<file path="src/rtl/frame_update_scheduler.sv">
// Per-frame update sequencer: arms on entry into TRIGGER_LINE and grants clients in index order.
// Optional hung-client watchdog is built when SCHED_WATCHDOG_EN is defined.
module frame_update_scheduler #(
    parameter int NUM_CLIENTS    = 3,
    parameter int TRIGGER_LINE   = 480,
    parameter int TIMEOUT_CYCLES = 4096
) (
    input  logic                   clock,
    input  logic                   reset,
    input  logic                   enable,
    input  logic [9:0]             pixelY,
    input  logic [NUM_CLIENTS-1:0] skipMask,
    input  logic [NUM_CLIENTS-1:0] done,
    input  logic                   clearFlags,
    output logic [NUM_CLIENTS-1:0] start,
    output logic                   frameStart,
    output logic                   frameDone,
    output logic                   busy,
    output logic                   overrun,
    output logic [NUM_CLIENTS-1:0] timeoutFlags,
    output logic [15:0]            frameCount
);

    localparam int IW = (NUM_CLIENTS > 1) ? $clog2(NUM_CLIENTS) : 1;

    typedef enum logic [1:0] {
        ARMED = 2'd0,
        RUN   = 2'd1,
        GAP   = 2'd2,
        FIN   = 2'd3
    } schedState;

    schedState              state;
    logic [9:0]             prevY;
    logic [IW-1:0]          idx;
    logic [NUM_CLIENTS-1:0] skipLatched;

    logic                   trigger;
    logic                   granted;
    logic                   doneIdx;
    logic                   wdFire;
    logic                   releaseNow;
    logic [IW:0]            firstPick;
    logic [IW:0]            nextPick;

`ifdef SCHED_WATCHDOG_EN
    localparam int CW = $clog2(TIMEOUT_CYCLES) + 1;
    logic [CW-1:0] waitCnt;
`endif

    // {found, index} of the lowest non-skipped client at or above 'from'
    function automatic logic [IW:0] pickFrom(input logic [NUM_CLIENTS-1:0] skip, input int from);
        logic [IW:0] res;
        res = '0;
        for (int i = NUM_CLIENTS - 1; i >= 0; i--) begin
            if (!skip[i] && (i >= from)) begin
                res = {1'b1, IW'(i)};
            end else begin
                res = res;
            end
        end
        return res;
    endfunction

    function automatic logic [NUM_CLIENTS-1:0] oneHot(input logic [IW-1:0] sel);
        logic [NUM_CLIENTS-1:0] res;
        res      = '0;
        res[sel] = 1'b1;
        return res;
    endfunction

    // Trigger detect, client selection and release decision
    always_comb begin
        trigger   = (pixelY == 10'(TRIGGER_LINE)) && (prevY != 10'(TRIGGER_LINE));
        firstPick = pickFrom(skipMask, 0);
        nextPick  = pickFrom(skipLatched, int'(idx) + 1);
        granted   = (start != '0);
        doneIdx   = granted && done[idx];
`ifdef SCHED_WATCHDOG_EN
        wdFire    = granted && !done[idx] && (waitCnt == CW'(TIMEOUT_CYCLES - 1));
`else
        wdFire    = 1'b0;
`endif
        releaseNow = doneIdx || wdFire;
    end

`ifdef SCHED_WATCHDOG_EN
    // Cycles the current grant has been held; restarts on every new grant
    always_ff @(posedge clock) begin
        if (!reset) begin
            waitCnt <= '0;
        end else if (!granted || releaseNow) begin
            waitCnt <= '0;
        end else begin
            waitCnt <= waitCnt + CW'(1);
        end
    end
`endif

    // Sequencer FSM with registered outputs and sticky flags
    always_ff @(posedge clock) begin
        if (!reset) begin
            state        <= ARMED;
            prevY        <= 10'd0;
            idx          <= '0;
            skipLatched  <= '0;
            start        <= '0;
            frameStart   <= 1'b0;
            frameDone    <= 1'b0;
            busy         <= 1'b0;
            overrun      <= 1'b0;
            timeoutFlags <= '0;
            frameCount   <= 16'd0;
        end else begin
            prevY      <= pixelY;
            frameStart <= 1'b0;
            frameDone  <= 1'b0;
            // A set event in the same cycle as clearFlags wins
            overrun      <= (overrun & ~clearFlags) | (trigger && enable && (state != ARMED));
            timeoutFlags <= (timeoutFlags & ~{NUM_CLIENTS{clearFlags}}) | (wdFire ? oneHot(idx) : '0);
            case (state)
                ARMED: begin
                    if (trigger && enable) begin
                        frameStart  <= 1'b1;
                        busy        <= 1'b1;
                        frameCount  <= frameCount + 16'd1;
                        skipLatched <= skipMask;
                        if (firstPick[IW]) begin
                            idx   <= firstPick[IW-1:0];
                            state <= RUN;
                        end else begin
                            state <= FIN;
                        end
                    end else begin
                        state <= ARMED;
                    end
                end
                RUN: begin
                    if (!granted) begin
                        start <= oneHot(idx);
                    end else if (releaseNow) begin
                        start <= '0;
                        state <= nextPick[IW] ? GAP : FIN;
                    end else begin
                        start <= start;
                    end
                end
                GAP: begin
                    // Loading start here keeps the handoff at two cycles after done
                    idx   <= nextPick[IW-1:0];
                    start <= oneHot(nextPick[IW-1:0]);
                    state <= RUN;
                end
                FIN: begin
                    frameDone <= 1'b1;
                    busy      <= 1'b0;
                    state     <= ARMED;
                end
                default: begin
                    start <= '0;
                    busy  <= 1'b0;
                    state <= ARMED;
                end
            endcase
        end
    end

endmodule
</file>
<file path="config.mk">
export PLATFORM = sky130hd
export DESIGN_NAME = frame_update_scheduler
export DESIGN_NICKNAME = d
export VERILOG_FILES = /design/src/rtl/frame_update_scheduler.sv
export SDC_FILE = /design/constraint.sdc
export NUM_CORES = 1
export LEC_CHECK = 0
export ABC_AREA = 1
export CORE_ASPECT_RATIO = 0.9
export CORE_MARGIN = 4
export CORE_UTILIZATION = 45
export DETAILED_ROUTE_END_ITERATION = 7
export PLACE_DENSITY = 0.86
export SLEW_MARGIN = 5
export SYNTH_ARGS = -nofsm -noshare
export SYNTH_HDL_FRONTEND = slang
export SYNTH_SLANG_ARGS = --single-unit
</file>
<file path="constraint.sdc">
create_clock -name clock -period 1.4 [get_ports clock]
set_input_delay 0.28 -clock clock [delete_from_list [all_inputs] [get_ports clock]]
set_output_delay 0.28 -clock clock [all_outputs]
set_load 0.1 [all_outputs]
</file>
Word level (Yosys, flattened, before mapping)
Cells that the tools add are included.
{"block": "word_totals", "regBits": 43, "in_bits": 20, "output_inout_bits": 26, "elab_cells": 87}
{"block": "classes", "n_addsub": 2, "magnitude_cmp": 7, "eq_ne": 10, "muxes": 28, "bitwise": 5, "n_reduce_logical": 24}
{"operator": "$mux W3", "n": 8}
{"operator": "$add A16 B1 Y16 const B", "n": 1}
{"operator": "$mux W2", "n": 6}
{"operator": "$eq A10 B9 Y1 const B", "n": 1}
{"operator": "$ne A10 B9 Y1 const B", "n": 1}
{"operator": "$reduce_and A2 Y1", "n": 5}
{"operator": "$logic_and A1 B1 Y1", "n": 9}
{"operator": "$ne A2 B2 Y1 const B", "n": 4}
{"operator": "$pmux W2 S4", "n": 1}
{"operator": "$reduce_bool A2 Y1", "n": 4}
{"operator": "$mux W1", "n": 7}
{"operator": "$ge A1 B3 Y1 const A", "n": 2}
{"operator": "$lt A2 B3 Y1 const B", "n": 2}
{"operator": "$pmux W3 S2", "n": 1}
{"operator": "$demux W1 S2", "n": 2}
{"operator": "$eq A2 B2 Y1 const B", "n": 2}
{"operator": "$ge A2 B1 Y1 const B", "n": 2}
{"operator": "$pmux W2 S2", "n": 1}
{"operator": "$add A2 B1 Y3 const B", "n": 1}
{"operator": "$and A3 B3 Y3", "n": 1}
{"operator": "$ge A2 B3 Y1 const A", "n": 1}
{"operator": "$logic_not A1 Y1", "n": 3}
{"operator": "$ne A3 B3 Y1 const B", "n": 1}
{"operator": "$not A3 Y3", "n": 1}
{"operator": "9 further kinds", "n": 9}

Logic depth before layout (Yosys ltp)
Gate-level depths: netlist of run 1.
{"block": "depth", "depth_word": 11, "ltp_mapped": 11, "ltp_nobuf": 10}

Worst setup path before layout of run 1
OpenSTA, ideal clock, no wires.
{"block": "synth_path", "kind": "register -> register", "from": "reg frameCount[0]", "to": "reg frameCount[12]", "setup_time_ps": 133, "arrival_ps": 2025, "required_ps": 1267, "setup_slack_ps": -758, "path_stages_with_launch": 8, "n_path_buf": 0, "synth_period_minus_slack_ps": 2158, "cell_sequence": "dfxtp_1 ha_1 nand2_1 nor2_2 nand3_1 xnor2_1 nand2_1 a21oi_2"}
{"block": "synth_between", "elab_chain_cells": 1}
{"element": "from (decl)", "line": "21", "rtl": "output logic [15:0] frameCount"}
{"element": "from (signal assigned)", "line": "126", "rtl": "frameCount <= frameCount + 16'd1;"}
{"element": "$add A16 B1 Y16", "line": "126"}
Every way passes these cells.
A chain may end at the register's enable or synchronous reset.

Final worst setup path of run 1
{"block": "layout_path", "from": "reg frameCount[4]", "to": "reg frameCount[15]"}
The elaborated chain is that of the path after synthesis.

==> metrics.md, run 1 <==
| Metric | Value |
|---|---|
| Worst Max-Slew Pin Slew | ~0.26 ns |
| Total DRC errors in the routed layout | 0 |
| TritonCTS Sinks | 42 |
| Largest net degree at the start of global routing | 18 |
| Register area | roughly 900 sq um |
| DP Wirelength | about 3900 um |
| Antenna viol nets, final | 0 |
| Register area share after synthesis | between 30% and 40% |
| Multi-input gate area | about 1200 sq um |
| MaxCap Viol Count | 0 |
| CTS tree | done |
| Post-synthesis register bit count | 42 |
| Diodes inserted | 0 |
| Fin crit share | between 90% and 100% |
| Total GRT Usage | roughly a fifth |
| Total Wirelength | around 5400 um |
| Row Count | 23 |
| Leakage | roughly 0.0014 uW |
| Crit end category | register |
| Most frequent cells after synthesis | nand2_1 (94), nor2_1 (46), dfxtp_1 (42), inv_1 (37), nand3_1 (24) |
| CTS Root Cell | clkbuf_8 |
| Worst setup endpoint | frameCount[15]$_SDFFE_PN0P_ |
| GR Overflow Total | 0 |
| Critical path data required time | roughly 1.6 ns |
| Die area | slightly below 6000 sq um |
| Sw Ratio | a little under a quarter |
| Post-synth ARST share | 0% |
| Cts hold-fix bufs | 0 |
| Placed insts | 428 |
| Ports | 46 |
| Layout Skew | ~0.0037 ns |
| WP data arrival | ~1.6 ns |
| Top-area cell type share of the netlist area | 39.14% |
| Vias in the first global route | ~2000 |
| Gate power share | 7.4% |
| Worst R2R End | frameCount[15]$_SDFFE_PN0P_ |
| Psw | 491.7 uW |
| First-pass GRT wire length | 8838 um |
| Clock transition at path regs | 0.08 ns |
| Number of port buffers | 45 |
| Synth Instances | about 320 |
| Sequential share of power | a little under three fifths |
| Critical path class | reg -> reg |
| Via count | 2195 |
| Setup-failing EPs final | 0 |
| Syn_nets | roughly 340 |
| Most frequent cell after synthesis | nand2_1 |
| Cell Pwr Density | approximately 630 nW/um^2 |
| Tmin final | about 1.4 ns |
| Flop2flop setup slack | ~0.011 ns |
| Worst setup path start | frameCount[4]$_SDFFE_PN0P_ |
| CTS buffer count | 5 |
| Iter 0 DRT Violations | between 150 and 200 |
| Initial antenna violation count | 0 |
| Final hold vios | 0 |
| Pint | approximately 1600 uW |
| Filler cell count | between 300 and 400 |
| Pre-antenna DRT Iters | 4 |
| Clock power share | 35.6% |
| Final Instance Count excl. Fillers | roughly 440 |
| Post-Syn Area | 2148 sq um |
| Final nets | around 400 |
| Synth-to-Final Area Change | 53.58% |
| Worst Setup Start Kind | register |
| Number of H-tree levels | 2 |
| Starting density of the core | around 47% |
| Fin util | between 70% and 80% |
| Run status | finished clean |
| HP Class | in -> reg |
| GPL Wtd Cong | 0.8835 |
| Avg WL per Cell | around 12 um |
| RSZ-0062 raised after global routing | yes |
| Slew headroom | 82.83% |
| DIE WIDTH | just over 80 um |
| Post-synth top flop | dfxtp_1 |
| F_max | just over 700 MHz |
| Ranking of synthesized cells by area | dfxtp_1 (39%), nand2_1 (16%), nor2_1 (8.0%), inv_1 (6.5%), nand3_1 (5.6%) |
| Ys Warns | 0 |
| Number of synthesized flops with an enable pin | 0 |
| Path depth of the worst reg2reg path | 8 |
| Core ar. | between 4000 and 5000 sq um |
| Syn avg cell area | 6.798 sq um |
| Drt via density | approximately 5 |
| Share of layout cells above drive strength 1 | a little under a third |
| Deepest clock path buffer count | 2 |
| Worst r2r src | frameCount[4]$_SDFFE_PN0P_ |
| Peak VDD IR | ~0.49 mV |
| Unique masters post-synth | 27 |
| Die height | approximately 74 um |
| CP Max Fanout | 6 |
| Clock Latency Late Sink | slightly below 0.3 ns |
| Max-slew violations | 0 |
| Dominant cell type by area after synthesis | dfxtp_1 |
## flip-flops by register name, summed over array words and instances (netlist names)
| name | cells |
|---|---|
| frameDone | 1 |
| skipLatched | 2 |
| timeoutFlags | 3 |
| frameCount | 16 |
| start | 3 |
| prevY | 10 |
| state | 2 |
| frameStart | 1 |
| idx | 2 |
| busy | 1 |
| overrun | 1 |
## area by class of cell
type	instances	share of cell area, %
Multi-Input combinational cell	226	36.94
Clock inverter	2	0.2655
Sequential cell	42	27.15
Inverter	41	4.816
Tap cell	62	2.351
Clock buffer	6	2.199
Timing Repair Buffer	64	26.28
## power groups by stage
stage                     Combinational, uW  Clock [uW]  Sequential, uW
after global placement                  154           0            1220
final                                   156         744            1190
after detailed placement                159           0            1220
after floorplan                        67.8           0            1220
after global routing                    172         811            1190
after CTS                               154         767            1190
## logic make-up (layout without fill, tap and decap cells)
logic type | count (synthesis) | after routing | share of synthesized area (%)
and+or+nand+nor | 184 | 184 | 38.32
xor gates and xnor gates | 11 | 11 | 4.484
DFF | 42 | 42 | 39.14
adders and majority gates | 1 | 1 | 0.5823
AOI/OAI and AO/OA | 30 | 30 | 8.271
buffers and inverters | 48 | 113 | 9.202
## layout by cell type, fill, tap and decap left out, drive strengths merged, types with 2 or more instances in the layout
master,n
nand2,96
nor2,57
buf,45
dfxtp,42
inv,40
nand3,27
a21oi,23
dlygate4sd2,10
clkdlybuf4s50,8
xnor2,6
clkbuf,6
xor2,5
nand4,4
a31oi,3
clkinv,3
o21ai,2
## worst min-delay path by stage
stage	start	to	slack, ns	depth (start not counted)
2_1_floorplan	clearFlags	timeoutFlags[0]$_SDFF_PN0_	0.35	1
3_3_place_gp	timeoutFlags[1]$_SDFF_PN0_	timeoutFlags[1]$_SDFF_PN0_	0.45	2
3_5_place_dp	timeoutFlags[1]$_SDFF_PN0_	timeoutFlags[1]$_SDFF_PN0_	0.46	2
4_1_cts	pixelY[4]	prevY[4]$_SDFF_PN0_	0.31	3
6_report	pixelY[9]	prevY[9]$_SDFF_PN0_	0.28	3
5_1_grt	pixelY[9]	prevY[9]$_SDFF_PN0_	0.30	3
## routing by layer
layer / track usage, % / vias to the layer above / part of all wire [%]
li1: - / 1110 / -
met1: 22.89 / 1007 / 40
met2: 33.64 / 71 / 52
met3: 4.534 / 7 / 6.7
met4: 5.066 / 0 / 1.1
met5: 0 / - / 0
## per-stage QoR
step	power, uW	setup slack [ns]	cell area, sq um	TNS (ns)	hold slack (ns)
floorplan	1288	-0.04301	2226	-0.05894	0.3524
global placement	1373	-0.3159	3060	-7.001	0.4549
detailed placement	1379	-0.3648	3060	-8.135	0.4596
CTS	2113	0.02980	3184	0	0.3142
global route	2177	-0.05798	3299	-0.07366	0.3009
finish	2093	0.01117	3299	0	0.2808
## worst max-delay path: stages, from the launching register on
cell	delay, ns
dfxtp_4	0.40
nand2_1	0.16
nor2_2	0.18
nand3_1	0.09
nor2_1	0.14
inv_1	0.08
nor2_1	0.14
nor2_1	0.05
nor2_1	0.10
## repair_timing
item / 4_1_cts / 5_1_grt
setup endpoints to repair: 20 / 19
buffers inserted: 0 / 6
resized for setup: 25 / 16
pin swaps: 6 / 8
cloned: 1 / 0
hold endpoints to repair: 0 / 0
(Power assumes the default switching activity.)
==> run 2, diff against run 1 <==
--- a/config.mk
+++ b/config.mk
@@ -8,9 +8,9 @@
 export ABC_AREA = 1
 export CORE_ASPECT_RATIO = 0.9
 export CORE_MARGIN = 4
-export CORE_UTILIZATION = 45
+export CORE_UTILIZATION = 54
 export DETAILED_ROUTE_END_ITERATION = 7
-export PLACE_DENSITY = 0.86
+export PLACE_DENSITY = 0.95
 export SLEW_MARGIN = 5
 export SYNTH_ARGS = -nofsm -noshare
 export SYNTH_HDL_FRONTEND = slang
==> constraint.sdc (replaced) <==
create_clock -name clock -period 1.8 [get_ports clock]
set_input_delay 0.36 -clock clock [delete_from_list [all_inputs] [get_ports clock]]
set_output_delay 0.36 -clock clock [all_outputs]
set_load 0.1 [all_outputs]
==> run 2 against run 1 <==
- wire length up 5.1%
- sequential power down 21%
- worst hold slack better by 0.19 ns
- critical endpoint is now frameCount[8]$_SDFFE_PN0P_
- highest routed layer unchanged
==> metrics.md, run 2 (same netlist as run 1, synthesis figures left out) <==
| Metric | Value |
|---|---|
| Run status | finished clean (unchanged) |
| Clock Latency Late Sink | 0.30 ns (was 0.29 ns) |
| Total GRT Usage | 24.28% (was 18.97%) |
| Core ar. | 3784 sq um (was 4547 sq um) |
| Pre-antenna DRT Iters | 6 (was 4) |
| Register area | 854.6 sq um (was 895.9 sq um) |
| Drt via density | 5.385 (was 4.955) |
| F_max | 607.3 MHz (was 720.0 MHz) |
| MaxCap Viol Count | 0 (unchanged) |
| Leakage | 0.001234 uW (was 0.001365 uW) |
| Power, Total | 1814 uW (was 2093 uW) |
| Max reg flops | 16 (unchanged) |
| Crit end category | register (unchanged) |
| Number of port buffers | 45 (unchanged) |
| Hold path depth | 2 (was 3) |
| Postcts setup bufs | 0 (unchanged) |
| Die area | 5053 sq um (was 5945 sq um) |
| Antenna viol nets, final | 0 (unchanged) |
| CTS Root Cell | clkbuf_8 (unchanged) |
| Synth-to-Final Area Change | 41.82% (was 53.58%) |
| Post-cts resize count | 0 (was 25) |
| Iter 0 DRT Violations | 250 (was 165) |
| Avg WL per Cell | 13.84 um (was 12.28 um) |
| CTS tree | done (unchanged) |
| Fin crit share | 91.47% (was 99.20%) |
| Via count | 2224 (was 2195) |
| CP Max Fanout | 6 (unchanged) |
| Deepest clock path buffer count | 2 (unchanged) |
| Most frequent cells in the layout | nand2_1 (94), nor2_1 (46), inv_1 (37) (was nand2_1 (86), nor2_1 (40), inv_1 (37)) |
| DP Wirelength | 3981 um (was 3921 um) |
| Worst Max-Slew Pin Slew | 0.3503 ns (was 0.2566 ns) |
| Total DRC errors in the routed layout | 0 (unchanged) |
| Place WS | -0.05811 ns (was -0.3648 ns) |
| First-pass GRT wire length | 9183 um (was 8838 um) |
| Filler cell count | 231 (was 353) |
| Row Count | 21 (was 23) |
| Number of H-tree levels | 2 (unchanged) |
| Largest register by flop count | frameCount (unchanged) |
| WP data arrival | 1.87 ns (was 1.62 ns) |
| Critical path class | reg -> reg (unchanged) |
| Slew headroom | 76.61% (was 82.83%) |
| Cell Pwr Density | 595.4 nW/um^2 (was 634.3 nW/um^2) |
| Worst Setup Start Kind | register (unchanged) |
| CTS buffer count | 5 (unchanged) |
| Share of layout cells above drive strength 1 | 19.89% (was 30.18%) |
| Layout Skew | 0.006326 ns (was 0.003685 ns) |
| Setup-failing EPs final | 0 (unchanged) |
| Diodes inserted | 0 (unchanged) |
| GPL Wtd Cong | 0.8876 (was 0.8835) |
| Worst hold path endpoint | timeoutFlags[1]$_SDFF_PN0_ (was prevY[9]$_SDFF_PN0_) |
| Initial antenna violation count | 0 (unchanged) |
| Ports | 46 (unchanged) |
| Max-slew violations | 0 (unchanged) |
| Setup slack after layout | 0.1535 ns (was 0.01117 ns) |
| Tmin final | 1.647 ns (was 1.389 ns) |
| Starting density of the core | 56.78% (was 47.25%) |
| GR Overflow Total | 0 (unchanged) |
| Flop2flop setup slack | 0.15 ns (was 0.01 ns) |
| RSZ-0062 raised after global routing | no (was yes) |
| Die height | 67.84 um (was 73.55 um) |
| Multi-input gate area | 1110 sq um (was 1219 sq um) |
| Critical path data required time | 2.03 ns (was 1.63 ns) |
| Total Wirelength | 5717 um (was 5439 um) |
| Largest net degree at the start of global routing | 23 (was 18) |
| Post-route cell area | 3047 sq um (was 3299 sq um) |
| Clock transition at path regs | 0.08 ns (about the same) |
| TritonCTS Sinks | 42 (unchanged) |
| Path depth of the worst reg2reg path | 7 (was 8) |
| Worst r2r src | frameCount[0]$_SDFFE_PN0P_ (was frameCount[4]$_SDFFE_PN0P_) |
| Peak VDD IR | 0.5218 mV (was 0.4863 mV) |
| Hold path start | timeoutFlags[1]$_SDFF_PN0_ (was pixelY[9]) |
| DIE WIDTH | 74.49 um (was 80.83 um) |
| Final nets | 387 (was 401) |
| Biggest regs | frameCount: 16 flops, prevY: 10 flops (unchanged) |
| Most common cell after layout, fill and taps aside | nand2_1 (unchanged) |
| Final hold vios | 0 (unchanged) |
| HP Class | reg -> reg (was in -> reg) |
| Worst R2R End | frameCount[8]$_SDFFE_PN0P_ (was frameCount[15]$_SDFFE_PN0P_) |
| Vias in the first global route | 2026 (was 2012) |
| Dpl cell area | 2937 sq um (was 3060 sq um) |
| Cts hold-fix bufs | 0 (unchanged) |
==> run 2: per-layer routing <==
layer  GRT usage (%)  vias up  share of wire (%)
li1                -     1082                  -
met1           28.99      974                 39
met2           39.36      138                 47
met3           7.783       30                 10
met4           12.00        0                3.4
met5               0        -                  0
==> run 2: worst max-delay path, stage by stage, from the launching register on <==
cell and delay (ns):
dfxtp_2 0.43, ha_1 0.27, nand2_1 0.14, nor2_2 0.19
nand2_1 0.09, xnor2_1 0.19, nand3_1 0.10, a21oi_1 0.16
==> run 2: metrics by stage <==
stage | instances | setup TNS (ns) | hold WS (ns) | utilization, %
5_1_grt | 413 | 0 | 0.5135 | 80.52
4_1_cts | 413 | 0 | 0.4703 | 80.52
2_1_floorplan | 316 | 0 | 0.4324 | -
6_report | 413 | 0 | 0.4677 | 80.52
3_3_place_gp | 405 | 0 | 0.4535 | 77.61
3_5_place_dp | 405 | -0.5480 | 0.4576 | 77.61
==> run 2: worst max path at each step <==
stage	from	end	slack [ns]	cells after the start
6_report	frameCount[0]$_SDFFE_PN0P_	frameCount[8]$_SDFFE_PN0P_	0.15	7
4_1_cts	frameCount[0]$_SDFFE_PN0P_	frameCount[8]$_SDFFE_PN0P_	0.17	7
5_1_grt	frameCount[0]$_SDFFE_PN0P_	frameCount[8]$_SDFFE_PN0P_	0.05	7
3_5_place_dp	pixelY[0]	frameCount[9]$_SDFFE_PN0P_	-0.06	11
2_1_floorplan	frameCount[11]$_SDFFE_PN0P_	frameCount[12]$_SDFFE_PN0P_	0.01	6
3_3_place_gp	pixelY[7]	frameCount[1]$_SDFFE_PN0P_	0.02	10
==> run 2: cell type report <==
class	instances	area share [%]
repair buffers	50	24.97
multi-input cells	226	36.43
inverters	41	5.051
clock inverters	2	1.232
flip-flops and latches	42	28.05
clock buffers	6	2.382
well taps	46	1.889
==> run 2: power breakdown <==
| part | internal (uW) | switching, uW | leakage, uW |
|---|---|---|---|
| clock network | 414 | 333 | 0.0000514 |
| registers | 940 | 4.74 | 0.000347 |
| logic | 60.0 | 62.6 | 0.000835 |
==> run 3, diff against run 2 <==
--- a/config.mk
+++ b/config.mk
@@ -11,6 +11,8 @@
 export CORE_UTILIZATION = 54
 export DETAILED_ROUTE_END_ITERATION = 7
 export PLACE_DENSITY = 0.95
+export SETUP_SLACK_MARGIN = 0.4
+export SKIP_CTS_REPAIR_TIMING = 1
 export SLEW_MARGIN = 5
 export SYNTH_ARGS = -nofsm -noshare
 export SYNTH_HDL_FRONTEND = slang
==> run 3 against run 2 <==
- global-route usage is 1.4 points lower
- register-to-register slack improved by 0.24 ns
- largest power group unchanged
- worst setup slack improved by 0.24 ns
- combinational power about the same
==> metrics.md, run 3 (same netlist as run 1, synthesis figures left out) <==
| Metric | Value |
|---|---|
| Setup-failing EPs final | 0 (unchanged) |
| Total Wirelength | 6590 um (was 5717 um) |
| DIE WIDTH | 74.49 um (unchanged) |
| Clock Latency Late Sink | 0.30 ns (about the same) |
| Leakage | 0.001445 uW (was 0.001234 uW) |
| Via count | 2334 (was 2224) |
| GR Overflow Total | 0 (unchanged) |
| Pre-antenna DRT Iters | 6 (unchanged) |
| Synth-to-Final Area Change | 52.59% (was 41.82%) |
| HP Class | in -> reg (was reg -> reg) |
| CTS tree | done (unchanged) |
| Final nets | 393 (was 387) |
| CP max-delay cell | dfxtp_1 (was dfxtp_2) |
| Avg WL per Cell | 15.73 um (was 13.84 um) |
| Max reg flops | 16 (unchanged) |
| GPL Wtd Cong | 0.9520 (was 0.8876) |
| Initial antenna violation count | 0 (unchanged) |
| Die height | 67.84 um (unchanged) |
| Run status | finished clean (unchanged) |
| Fin util | 86.64% (was 80.52%) |
| Deepest clock path buffer count | 2 (unchanged) |
| Ports | 46 (unchanged) |
| Largest register by flop count | frameCount (unchanged) |
| Most frequent cells in the layout | nand2_1 (84), nor2_1 (39), inv_1 (37) (was nand2_1 (94), nor2_1 (46), inv_1 (37)) |
| Worst path cell trace | nor2_2, inv_1, nor2_1, nand3_2, nand2_4, nor2_4, buf_6, nand2_4, a21oi_2 (was ha_1, nand2_1, nor2_2, nand2_1, xnor2_1, nand3_1, a21oi_1) |
| DP Wirelength | 4209 um (was 3981 um) |
| CTS buffer count | 5 (unchanged) |
| Core ar. | 3784 sq um (unchanged) |
| CP top delay family | simple AND/OR/NAND/NOR gates (unchanged) |
| Biggest regs | frameCount: 16 flops, prevY: 10 flops (unchanged) |
| CP Buf/Inv Count | 2 (was 0) |
| Total GRT Usage | 22.90% (was 24.28%) |
| Critical path class | reg -> reg (unchanged) |
| Share of layout cells above drive strength 1 | 30.56% (was 19.89%) |
| Worst Setup Start Kind | register (unchanged) |
| Largest net degree at the start of global routing | 23 (unchanged) |
| Antenna viol nets, final | 0 (unchanged) |
| WP data arrival | 1.59 ns (was 1.87 ns) |
| Flop2flop setup slack | 0.39 ns (was 0.15 ns) |
| Tmin final | 1.408 ns (was 1.647 ns) |
| Drt via density | 5.570 (was 5.385) |
| Row Count | 21 (unchanged) |
| Slew headroom | 80.49% (was 76.61%) |
| Most common cell after layout, fill and taps aside | nand2_1 (unchanged) |
| Fin crit share | 78.22% (was 91.47%) |
| CP Max Fanout | 5 (was 6) |
| Clock transition at path regs | 0.08 ns (about the same) |
| Max-slew violations | 0 (unchanged) |
| Number of H-tree levels | 2 (unchanged) |
| Peak VDD IR | 0.4048 mV (was 0.5218 mV) |
| Hold path start | pixelY[4] (was timeoutFlags[1]$_SDFF_PN0_) |
| Cell Pwr Density | 501.3 nW/um^2 (was 595.4 nW/um^2) |
| MaxCap Viol Count | 0 (unchanged) |
| Critical path data required time | 1.98 ns (was 2.03 ns) |
| CTS Root Cell | clkbuf_8 (unchanged) |
| Hold path depth | 3 (was 2) |
| Die area | 5053 sq um (unchanged) |
| First-pass GRT wire length | 8749 um (was 9183 um) |
| Final hold vios | 0 (unchanged) |
| RSZ-0062 raised after global routing | yes (was no) |
| Total DRC errors in the routed layout | 0 (unchanged) |
| Diodes inserted | 0 (unchanged) |
| Iter 0 DRT Violations | 235 (was 250) |
| Crit end category | register (unchanged) |
| Worst R2R End | skipLatched[2]$_SDFFE_PN0P_ (was frameCount[8]$_SDFFE_PN0P_) |
| Worst Max-Slew Pin Slew | 0.2923 ns (was 0.3503 ns) |
| Worst hold path endpoint | prevY[4]$_SDFF_PN0_ (was timeoutFlags[1]$_SDFF_PN0_) |
| Worst path most repeated cell | nand2_4 (was nand2_1) |
| Worst r2r src | prevY[3]$_SDFF_PN0_ (was frameCount[0]$_SDFFE_PN0P_) |
| CP max stage delay | 0.33 ns (was 0.43 ns) |
| Layout Skew | 0.007402 ns (was 0.006326 ns) |
| Vias in the first global route | 1973 (was 2026) |
| TritonCTS Sinks | 42 (unchanged) |
| F_max | 710.3 MHz (was 607.3 MHz) |
| Number of port buffers | 45 (unchanged) |
| Power, Total | 1643 uW (was 1814 uW) |
| Path depth of the worst reg2reg path | 9 (was 7) |
| Setup_tns | 0 ns (unchanged) |
| Starting density of the core | 56.78% (unchanged) |
## run 3: changes by cell type in the layout (fill, tap and decap cells not counted), moves of 5 or more
cell and change:
dfxtp_4 +13, nor2_2 +5, nand2_1 -10, dfxtp_1 -9, dlymetal6s2s_1 +11, clkdlybuf4s50_1 -11
nor2_1 -7, nand2_2 +5
## run 3: worst max-delay path by stage
stage / cells after the start / end / slack, ns / from
2_1_floorplan: 7 / frameCount[12]$_SDFFE_PN0P_ / 0.36 / frameCount[0]$_SDFFE_PN0P_
3_3_place_gp: 10 / frameCount[14]$_SDFFE_PN0P_ / 0.02 / pixelY[7]
3_5_place_dp: 10 / frameCount[12]$_SDFFE_PN0P_ / -0.05 / pixelY[7]
4_1_cts: 10 / frameCount[13]$_SDFFE_PN0P_ / 0.23 / pixelY[7]
5_1_grt: 7 / idx[0]$_SDFFE_PN0P_ / 0.25 / skipMask[2]
6_report: 9 / skipLatched[2]$_SDFFE_PN0P_ / 0.39 / prevY[3]$_SDFF_PN0_
## run 3: per-layer routing
layer  vias to the layer above  part of all wire, %  global-route usage, %
met5                         -                    0                      0
met4                         0                  2.0                  5.778
met3                        20                  8.4                  6.461
met2                       137                   52                  41.12
met1                      1078                   38                  26.83
li1                       1099                    -                      -
## run 3: cell type report
type                    count  area [sq um]
clock buffers               6         72.57
clock inverters             2         10.01
fillers                   185         505.5
inverters                  41         156.4
multi-input cells         226          1242
flip-flops and latches     42         898.4
well taps                  46         57.56
repair buffers             56         840.8
## run 3: power breakdown
part | switching [uW] | internal (uW)
combinational | 68.9 | 56.3
sequential | 5.74 | 921
clock | 323 | 269
total | 397 | 1250
## run 3: tightest hold or removal path, cell delays in order
cell and delay, ns:
dlymetal6s2s_1 0.10, nand2_1 0.05, inv_1 0.04
## run 3: metrics by stage
step                      hold WS [ns]  area (sq um)  worst slack, ns  cells
after floorplan                 0.4324          2226           0.3570    316
after global placement          0.4543          3008          0.01851    406
after detailed placement        0.4629          3008         -0.05106    406
after CTS                       0.4748          3090           0.2275    414
after global routing            0.3066          3278           0.2537    419
final                           0.2882          3278           0.3921    419
